`src/rtl/ntt_pkg.sv`:
```
// Shared constants and FSM state type for the Dilithium NTT butterfly scheduler.
// Holds the default polynomial size, stage count, modulus and butterfly latency.
package ntt_pkg;

    localparam int          N      = 256;
    localparam int          LOGN   = 8;
    localparam int          BF_LAT = 4;
    localparam logic [22:0] Q      = 23'd8380417;

    typedef enum logic [1:0] {
        IDLE  = 2'd0,
        ISSUE = 2'd1,
        DRAIN = 2'd2,
        DONE  = 2'd3
    } state_t;

endpackage

```
`src/rtl/ntt_addr_delay.sv`:
```
// Fixed-depth shift register that carries the butterfly read strobe and address pair
// forward to the write-back port; async clear so no stale write survives a reset.
module ntt_addr_delay #(
    parameter int DEPTH = 4,
    parameter int W     = 8
) (
    input  logic         clk,
    input  logic         rst_n,
    input  logic         i_en,
    input  logic [W-1:0] i_addrA,
    input  logic [W-1:0] i_addrB,
    output logic         o_en,
    output logic [W-1:0] o_addrA,
    output logic [W-1:0] o_addrB
);

    logic [2*W:0] r_pipe [DEPTH];

    always_ff @(posedge clk or negedge rst_n) begin
        if (!rst_n) begin
            for (int i = 0; i < DEPTH; i++) begin
                r_pipe[i] <= '0;
            end
        end else begin
            r_pipe[0] <= {i_en, i_addrA, i_addrB};
            for (int i = 1; i < DEPTH; i++) begin
                r_pipe[i] <= r_pipe[i-1];
            end
        end
    end

    assign o_en    = r_pipe[DEPTH-1][2*W];
    assign o_addrA = r_pipe[DEPTH-1][2*W-1:W];
    assign o_addrB = r_pipe[DEPTH-1][W-1:0];

endmodule

```
`src/rtl/ntt_bf_scheduler.sv`:
```
// Radix-2 NTT butterfly sequencer: walks the (len, start, j) loop nest, one issue per cycle,
// with a drain gap between stages. Define NTT_INVERSE_EN for the inv port and GS/inverse schedule.
module ntt_bf_scheduler #(
    parameter int N      = ntt_pkg::N,
    parameter int LOGN   = ntt_pkg::LOGN,
    parameter int BF_LAT = ntt_pkg::BF_LAT
) (
    input  logic            clk,
    input  logic            rst_n,
    input  logic            start,
`ifdef NTT_INVERSE_EN
    input  logic            inv,
`endif
    output logic            busy,
    output logic            done,
    output logic            rd_en,
    output logic [LOGN-1:0] rd_addr_a,
    output logic [LOGN-1:0] rd_addr_b,
    output logic [LOGN-1:0] zeta_idx,
    output logic            bf_gs,
    output logic            wr_en,
    output logic [LOGN-1:0] wr_addr_a,
    output logic [LOGN-1:0] wr_addr_b
);

    import ntt_pkg::*;

    localparam int STW = (LOGN > 1) ? $clog2(LOGN) : 1;
    localparam int DW  = $clog2(BF_LAT + 1);

    state_t          r_state, w_stateNext;
    logic [LOGN-1:0] r_len, w_lenNext;
    logic [LOGN-1:0] r_startIdx, w_startNext;
    logic [LOGN-1:0] r_j, w_jNext;
    logic [LOGN-1:0] r_k, w_kNext;
    logic [STW-1:0]  r_stage, w_stageNext;
    logic [DW-1:0]   r_drainCnt, w_drainNext;
    logic            r_inv, w_invNext;
    logic            w_invReq;

    logic [LOGN:0]   w_blockLast;
    logic [LOGN:0]   w_nextStart;
    logic            w_blockEnd;
    logic            w_stageEnd;
    logic            w_lastStage;
    logic [LOGN-1:0] w_kStep;

    logic            r_busy, r_done, r_rdEn, r_bfGs;
    logic [LOGN-1:0] r_rdAddrA, r_rdAddrB, r_zetaIdx;

`ifdef NTT_INVERSE_EN
    assign w_invReq = inv;
`else
    assign w_invReq = 1'b0;
`endif

    // Block/stage boundaries are evaluated one bit wider so start_idx + 2*len == N is representable.
    assign w_blockLast = {1'b0, r_startIdx} + {1'b0, r_len} - (LOGN+1)'(1);
    assign w_blockEnd  = ({1'b0, r_j} == w_blockLast);
    assign w_nextStart = {1'b0, r_startIdx} + {r_len, 1'b0};
    assign w_stageEnd  = (w_nextStart == (LOGN+1)'(N));
    assign w_lastStage = (r_stage == STW'(LOGN - 1));
    assign w_kStep     = r_inv ? (r_k - LOGN'(1)) : (r_k + LOGN'(1));

    always_ff @(posedge clk or negedge rst_n) begin
        if (!rst_n) begin
            r_state    <= IDLE;
            r_len      <= '0;
            r_startIdx <= '0;
            r_j        <= '0;
            r_k        <= '0;
            r_stage    <= '0;
            r_drainCnt <= '0;
            r_inv      <= 1'b0;
        end else begin
            r_state    <= w_stateNext;
            r_len      <= w_lenNext;
            r_startIdx <= w_startNext;
            r_j        <= w_jNext;
            r_k        <= w_kNext;
            r_stage    <= w_stageNext;
            r_drainCnt <= w_drainNext;
            r_inv      <= w_invNext;
        end
    end

    // k carries across stage boundaries; it only stops stepping after the final block of the run.
    always_comb begin
        w_stateNext = r_state;
        w_lenNext   = r_len;
        w_startNext = r_startIdx;
        w_jNext     = r_j;
        w_kNext     = r_k;
        w_stageNext = r_stage;
        w_drainNext = r_drainCnt;
        w_invNext   = r_inv;
        case (r_state)
            IDLE: begin
                if (start) begin
                    w_stateNext = ISSUE;
                    w_invNext   = w_invReq;
                    w_lenNext   = w_invReq ? LOGN'(1) : LOGN'(N / 2);
                    w_kNext     = w_invReq ? LOGN'(N - 1) : LOGN'(1);
                    w_startNext = '0;
                    w_jNext     = '0;
                    w_stageNext = '0;
                    w_drainNext = '0;
                end
            end
            ISSUE: begin
                if (w_blockEnd) begin
                    if (w_stageEnd) begin
                        w_stateNext = DRAIN;
                        w_drainNext = DW'(BF_LAT);
                        if (!w_lastStage) begin
                            w_kNext = w_kStep;
                        end
                    end else begin
                        w_startNext = w_nextStart[LOGN-1:0];
                        w_jNext     = w_nextStart[LOGN-1:0];
                        w_kNext     = w_kStep;
                    end
                end else begin
                    w_jNext = r_j + LOGN'(1);
                end
            end
            DRAIN: begin
                if (r_drainCnt == DW'(1)) begin
                    if (w_lastStage) begin
                        w_stateNext = DONE;
                    end else begin
                        w_stateNext = ISSUE;
                        w_lenNext   = r_inv ? (r_len << 1) : (r_len >> 1);
                        w_startNext = '0;
                        w_jNext     = '0;
                        w_stageNext = r_stage + STW'(1);
                    end
                end else begin
                    w_drainNext = r_drainCnt - DW'(1);
                end
            end
            DONE: begin
                w_stateNext = IDLE;
            end
            default: begin
                w_stateNext = IDLE;
            end
        endcase
    end

    // Outputs are registered one cycle behind the loop counters; idle address fields read as zero.
    always_ff @(posedge clk or negedge rst_n) begin
        if (!rst_n) begin
            r_busy    <= 1'b0;
            r_done    <= 1'b0;
            r_rdEn    <= 1'b0;
            r_bfGs    <= 1'b0;
            r_rdAddrA <= '0;
            r_rdAddrB <= '0;
            r_zetaIdx <= '0;
        end else begin
            r_busy <= (r_state != IDLE);
            r_done <= (r_state == DONE);
            r_rdEn <= (r_state == ISSUE);
            if (r_state == ISSUE) begin
                r_rdAddrA <= r_j;
                r_rdAddrB <= r_j + r_len;
                r_zetaIdx <= r_k;
                r_bfGs    <= r_inv;
            end else begin
                r_rdAddrA <= '0;
                r_rdAddrB <= '0;
                r_zetaIdx <= '0;
                r_bfGs    <= 1'b0;
            end
        end
    end

    ntt_addr_delay #(
        .DEPTH (BF_LAT),
        .W     (LOGN)
    ) u_wrDelay (
        .clk     (clk),
        .rst_n   (rst_n),
        .i_en    (r_rdEn),
        .i_addrA (r_rdAddrA),
        .i_addrB (r_rdAddrB),
        .o_en    (wr_en),
        .o_addrA (wr_addr_a),
        .o_addrB (wr_addr_b)
    );

    assign busy      = r_busy;
    assign done      = r_done;
    assign rd_en     = r_rdEn;
    assign rd_addr_a = r_rdAddrA;
    assign rd_addr_b = r_rdAddrB;
    assign zeta_idx  = r_zetaIdx;
    assign bf_gs     = r_bfGs;

endmodule

```
`config.mk`:
```
export PLATFORM = sky130hd
export DESIGN_NAME = ntt_bf_scheduler
export DESIGN_NICKNAME = d
export VERILOG_FILES = /design/src/rtl/ntt_pkg.sv /design/src/rtl/ntt_addr_delay.sv /design/src/rtl/ntt_bf_scheduler.sv
export SDC_FILE = /design/constraint.sdc
export NUM_CORES = 1
export LEC_CHECK = 0
export CAP_MARGIN = 20
export CELL_PAD_IN_SITES_DETAIL_PLACEMENT = 1
export CELL_PAD_IN_SITES_GLOBAL_PLACEMENT = 1
export CORE_MARGIN = 3
export CORE_UTILIZATION = 47
export DETAILED_ROUTE_END_ITERATION = 16
export PLACE_DENSITY = 0.83
export SKIP_LAST_GASP = 1
export SLEW_MARGIN = 10
export SYNTH_ARGS = -nofsm -noshare
export SYNTH_HDL_FRONTEND = slang
export SYNTH_SLANG_ARGS = --single-unit
```
`constraint.sdc`:
```
create_clock -name clk -period 4 [get_ports clk]
set_clock_uncertainty 0.1 [all_clocks]
set_input_delay 0.4 -clock clk [delete_from_list [all_inputs] [get_ports clk]]
set_output_delay 0.4 -clock clk [all_outputs]
set_load 0.005 [all_outputs]
```
==> impl_metrics.yaml <==
run_status:
  status: "complete, but fails checks"
  violations: "negative hold slack"
placed_design:
  routabilityCongestion: 0.9391
  dpl_worst_slack_ns: 0.08181
  hpwlAfterDp_mm: 10.51
  portBuffers: 46
worst_setup_path:
  worstPathMaxFanout: 14
  worstPathRequired_ns: 4.23
  crit_type: "reg2reg"
  startpoint_type: "register"
  reg2reg_slack_ns: 0.21
  arrival_ns: 4.02
  end_kind: "register"
detailed_routing:
  finalWirelength_mm: 15.96
  wire_per_inst_um: 20.51
  drc_errors: 0
  first_pass_iters: 4
  vias: 4432
  viasPerCell: 5.697
  drt_iter0_markers: 269
  ant_nets: 0
sta:
  fin_hold_ws_ns: -0.01262
  rsz0062_at_grt: "true"
  tns_ns: 0
  setup_viol: 0
  slew-limit-headroom_pct: 39.55
  period_share_pct: 94.76
  max_freq_mhz: 263.8
  period_needed_ns: 3.791
  hold_violations: 9
  tightest_slew_ns: 0.9003
  setup_ws_ns: 0.2094
  drv_slew: 0
logic_synthesis:
  synthXorXnorAreaFrac_pct: 2.535
  ys_warn_count: 0
  yosysTopAreaCell: "dfrtp_1"
  synthAdderAreaFrac_pct: 8.610
  async_reset_ff_share_pct: 100.0
  synth_simple_gate_area_share_pct: 14.20
  synthTopCellsByArea: "dfrtp_1 (54%), ha_1 (7.6%), inv_1 (2.7%), buf_4 (2.1%), and2_1 (2.0%)"
  synthMuxAreaShare_pct: 2.494
  ys_types: 67
  syn_area_per_cell_um2: 11.27
  synth_top_area_share_pct: 53.91
  synth_top_family_by_area: "simple AND/OR/NAND/NOR gates"
  synth_seq_cells: 134
  syn_nets: 596
  synth-seq-area-share_pct: 53.91
  synth_area_um2: 6220
  synth_edf_count: 0
  synth_compound_area_share_pct: 12.29
  ys.flop_type: "dfrtp_1"
  synthCells: 552
power:
  ir_worst_vdd_mv: 0.2574
  powerDensity_nw_per_um2: 410.4
  p_leak_uw: 0.003348
  p_total_uw: 3046
global_routing:
  grt_pass1_vias: 4811
  grt_first_pass_wirelength_mm: 26.57
  grt_usage_pct: 23.68
  grt-ovfl-total: 0
  antenna_found_initial: 0
  grt_max_degree: 135
die:
  top_level_ports: 48
  die_area_um2: 14650
  die_x_um: 121.0
  initial_utilization_pct: 48.69
  die-height_um: 121.0
  coreArea_um2: 12770
  rows: 41
cts:
  cts_buffer_depth: 2
  cts_buffers: 17
  clk_latency_ns: 0.42
  root_buffer: "clkbuf_16"
  postCtsSetupBuffers: 0
  clk_pin_slew_ns: 0.06
  cts.htree.levels: 4
  cts_tree: "done"
  cts.sinks: 134
min_path:
  hold_class: "in2async"
layout:
  nets: 637
  num_antenna_cells: 0
  drive_above_1_share_pct: 10.56
  final_util_pct: 58.10
  syn2layout_area_growth_pct: 19.31
run:
  maxCapViolCount: 0
[cell type report]
class | count | area, um2
multi-input cells | 340 | 2522
clock buffers | 21 | 450.4
well taps | 172 | 215.2
inverters | 45 | 168.9
clock inverters | 11 | 172.7
repair buffers | 55 | 538.0
fillers | 1315 | 5353
flip-flops and latches | 134 | 3353
[flip-flops by register name, indices dropped and copies added, names as in the netlist]
signal and count:
r_k 8, u_wrDelay.r_pipe 51, r_state 2, r_j 8
busy 1, r_startIdx 7, u_wrDelay.o_addrA 8, u_wrDelay.o_addrB 8
r_drainCnt 3, rd_addr_b 8, r_len 8, zeta_idx 8
u_wrDelay.o_en 1, r_stage 3, rd_en 1, rd_addr_a 8
done 1
[where the power goes]
group          total [uW]  switching [uW]  internal, uW  leakage (uW)
clock                1660             596          1060      0.000302
sequential           1360               0          1360       0.00163
combinational        30.3            26.4          3.86       0.00141
[layout by cell type (no fill, tap or decap), drive strengths merged, types with 4 or more instances in the layout]
cell and count:
a211oi 5, a21o 5, a21oi 18, a22o 11, a32oi 7, and2 21
and3 9, buf 10, bufinv 4, clkbuf 21, clkdlybuf4s50 45, clkinv 5
dfrtp 134, ha 38, inv 46, mux2 4, mux2i 11, nand2 25
nand2b 13, nand3 17, nand3b 5, nand4 7, nor2 32, nor2b 4
nor3 13, nor4 4, o211ai 8, o21ai 17, xnor2 12, xor2 6
[stage by stage]
| step | instances | area (um2) |
|---|---|---|
| after floorplan | 552 | 6220 |
| after detailed placement | 746 | 6775 |
| after CTS | 778 | 7398 |
| after global placement | 746 | 6775 |
| final | 778 | 7421 |
| after global routing | 778 | 7421 |
[cell usage after synthesis, types with 3 or more instances]
cell type and count:
nand2b_1 13, nor3b_1 3, mux2i_1 11, ha_1 38
o2bb2ai_1 3, nor3_1 13, a21oi_1 18, o21a_1 3
a32oi_1 7, buf_4 17, xor2_1 6, dfrtp_1 134
xnor2_1 12, and3_1 5, nand2_1 25, and3_2 4
or2_2 3, a211oi_1 4, fa_1 3, a22o_1 11
nor4_1 4, nor2_1 32, and2_1 20, nand4_1 7
o211ai_1 8, clkbuf_1 13, nand3_1 17, mux2_2 4
nor2b_1 4, inv_1 44, a21o_1 4, nand3b_1 5
o21ai_0 16
[critical path, cell delays in order (launching register included)]
cell and delay [ns]:
dfrtp_1 0.46, inv_1 0.12, ha_1 0.30, inv_1 0.05
ha_1 0.16, inv_1 0.06, fa_1 0.49, xor2_1 0.14
nand3_1 0.11, a311oi_2 0.29, nand4_1 0.26, or3_4 0.50
buf_4 0.23, mux2_2 0.28, o211ai_1 0.16
[kinds of logic (layout without fill, tap and decap cells)]
group,after synthesis,count (layout)
AND/OR/NAND/NOR,164,164
flip-flops,134,134
AO/OA/AOI/OAI,101,101
buffers and inverters,78,132
adder cells (fa/ha/maj),41,41
XOR/XNOR,18,18
multiplexers,15,15
other,1,1
[routing by layer]
metal	share of wire [%]	global-route usage, %	vias to the layer above
met4	2.4	9.136	0
met2	50	40.01	118
met1	43	29.78	2285
met5	0	0	-
met3	4.1	5.128	32
li1	-	-	1997
[final timing paths]
kind	from	endpoint	cells after the start
hold / removal	rst_n	u_wrDelay.r_pipe[21]	2
setup reg to reg	r_len[1]	r_j[2]	14
min in group clk	u_wrDelay.r_pipe[41]	u_wrDelay.r_pipe[24]	0
setup / recovery	r_len[1]	r_j[2]	14
hold reg to reg	u_wrDelay.r_pipe[41]	u_wrDelay.r_pipe[24]	0
max in group asynchronous	rst_n	r_len[0]	2
[repair_timing]
action | 4_1_cts | 5_1_grt
hold buffers | 0 | 0
endpoints found under the setup margin | 0 | 13
gates resized for setup | 0 | 4
Note: power is estimated with default switching activity, not from simulation.
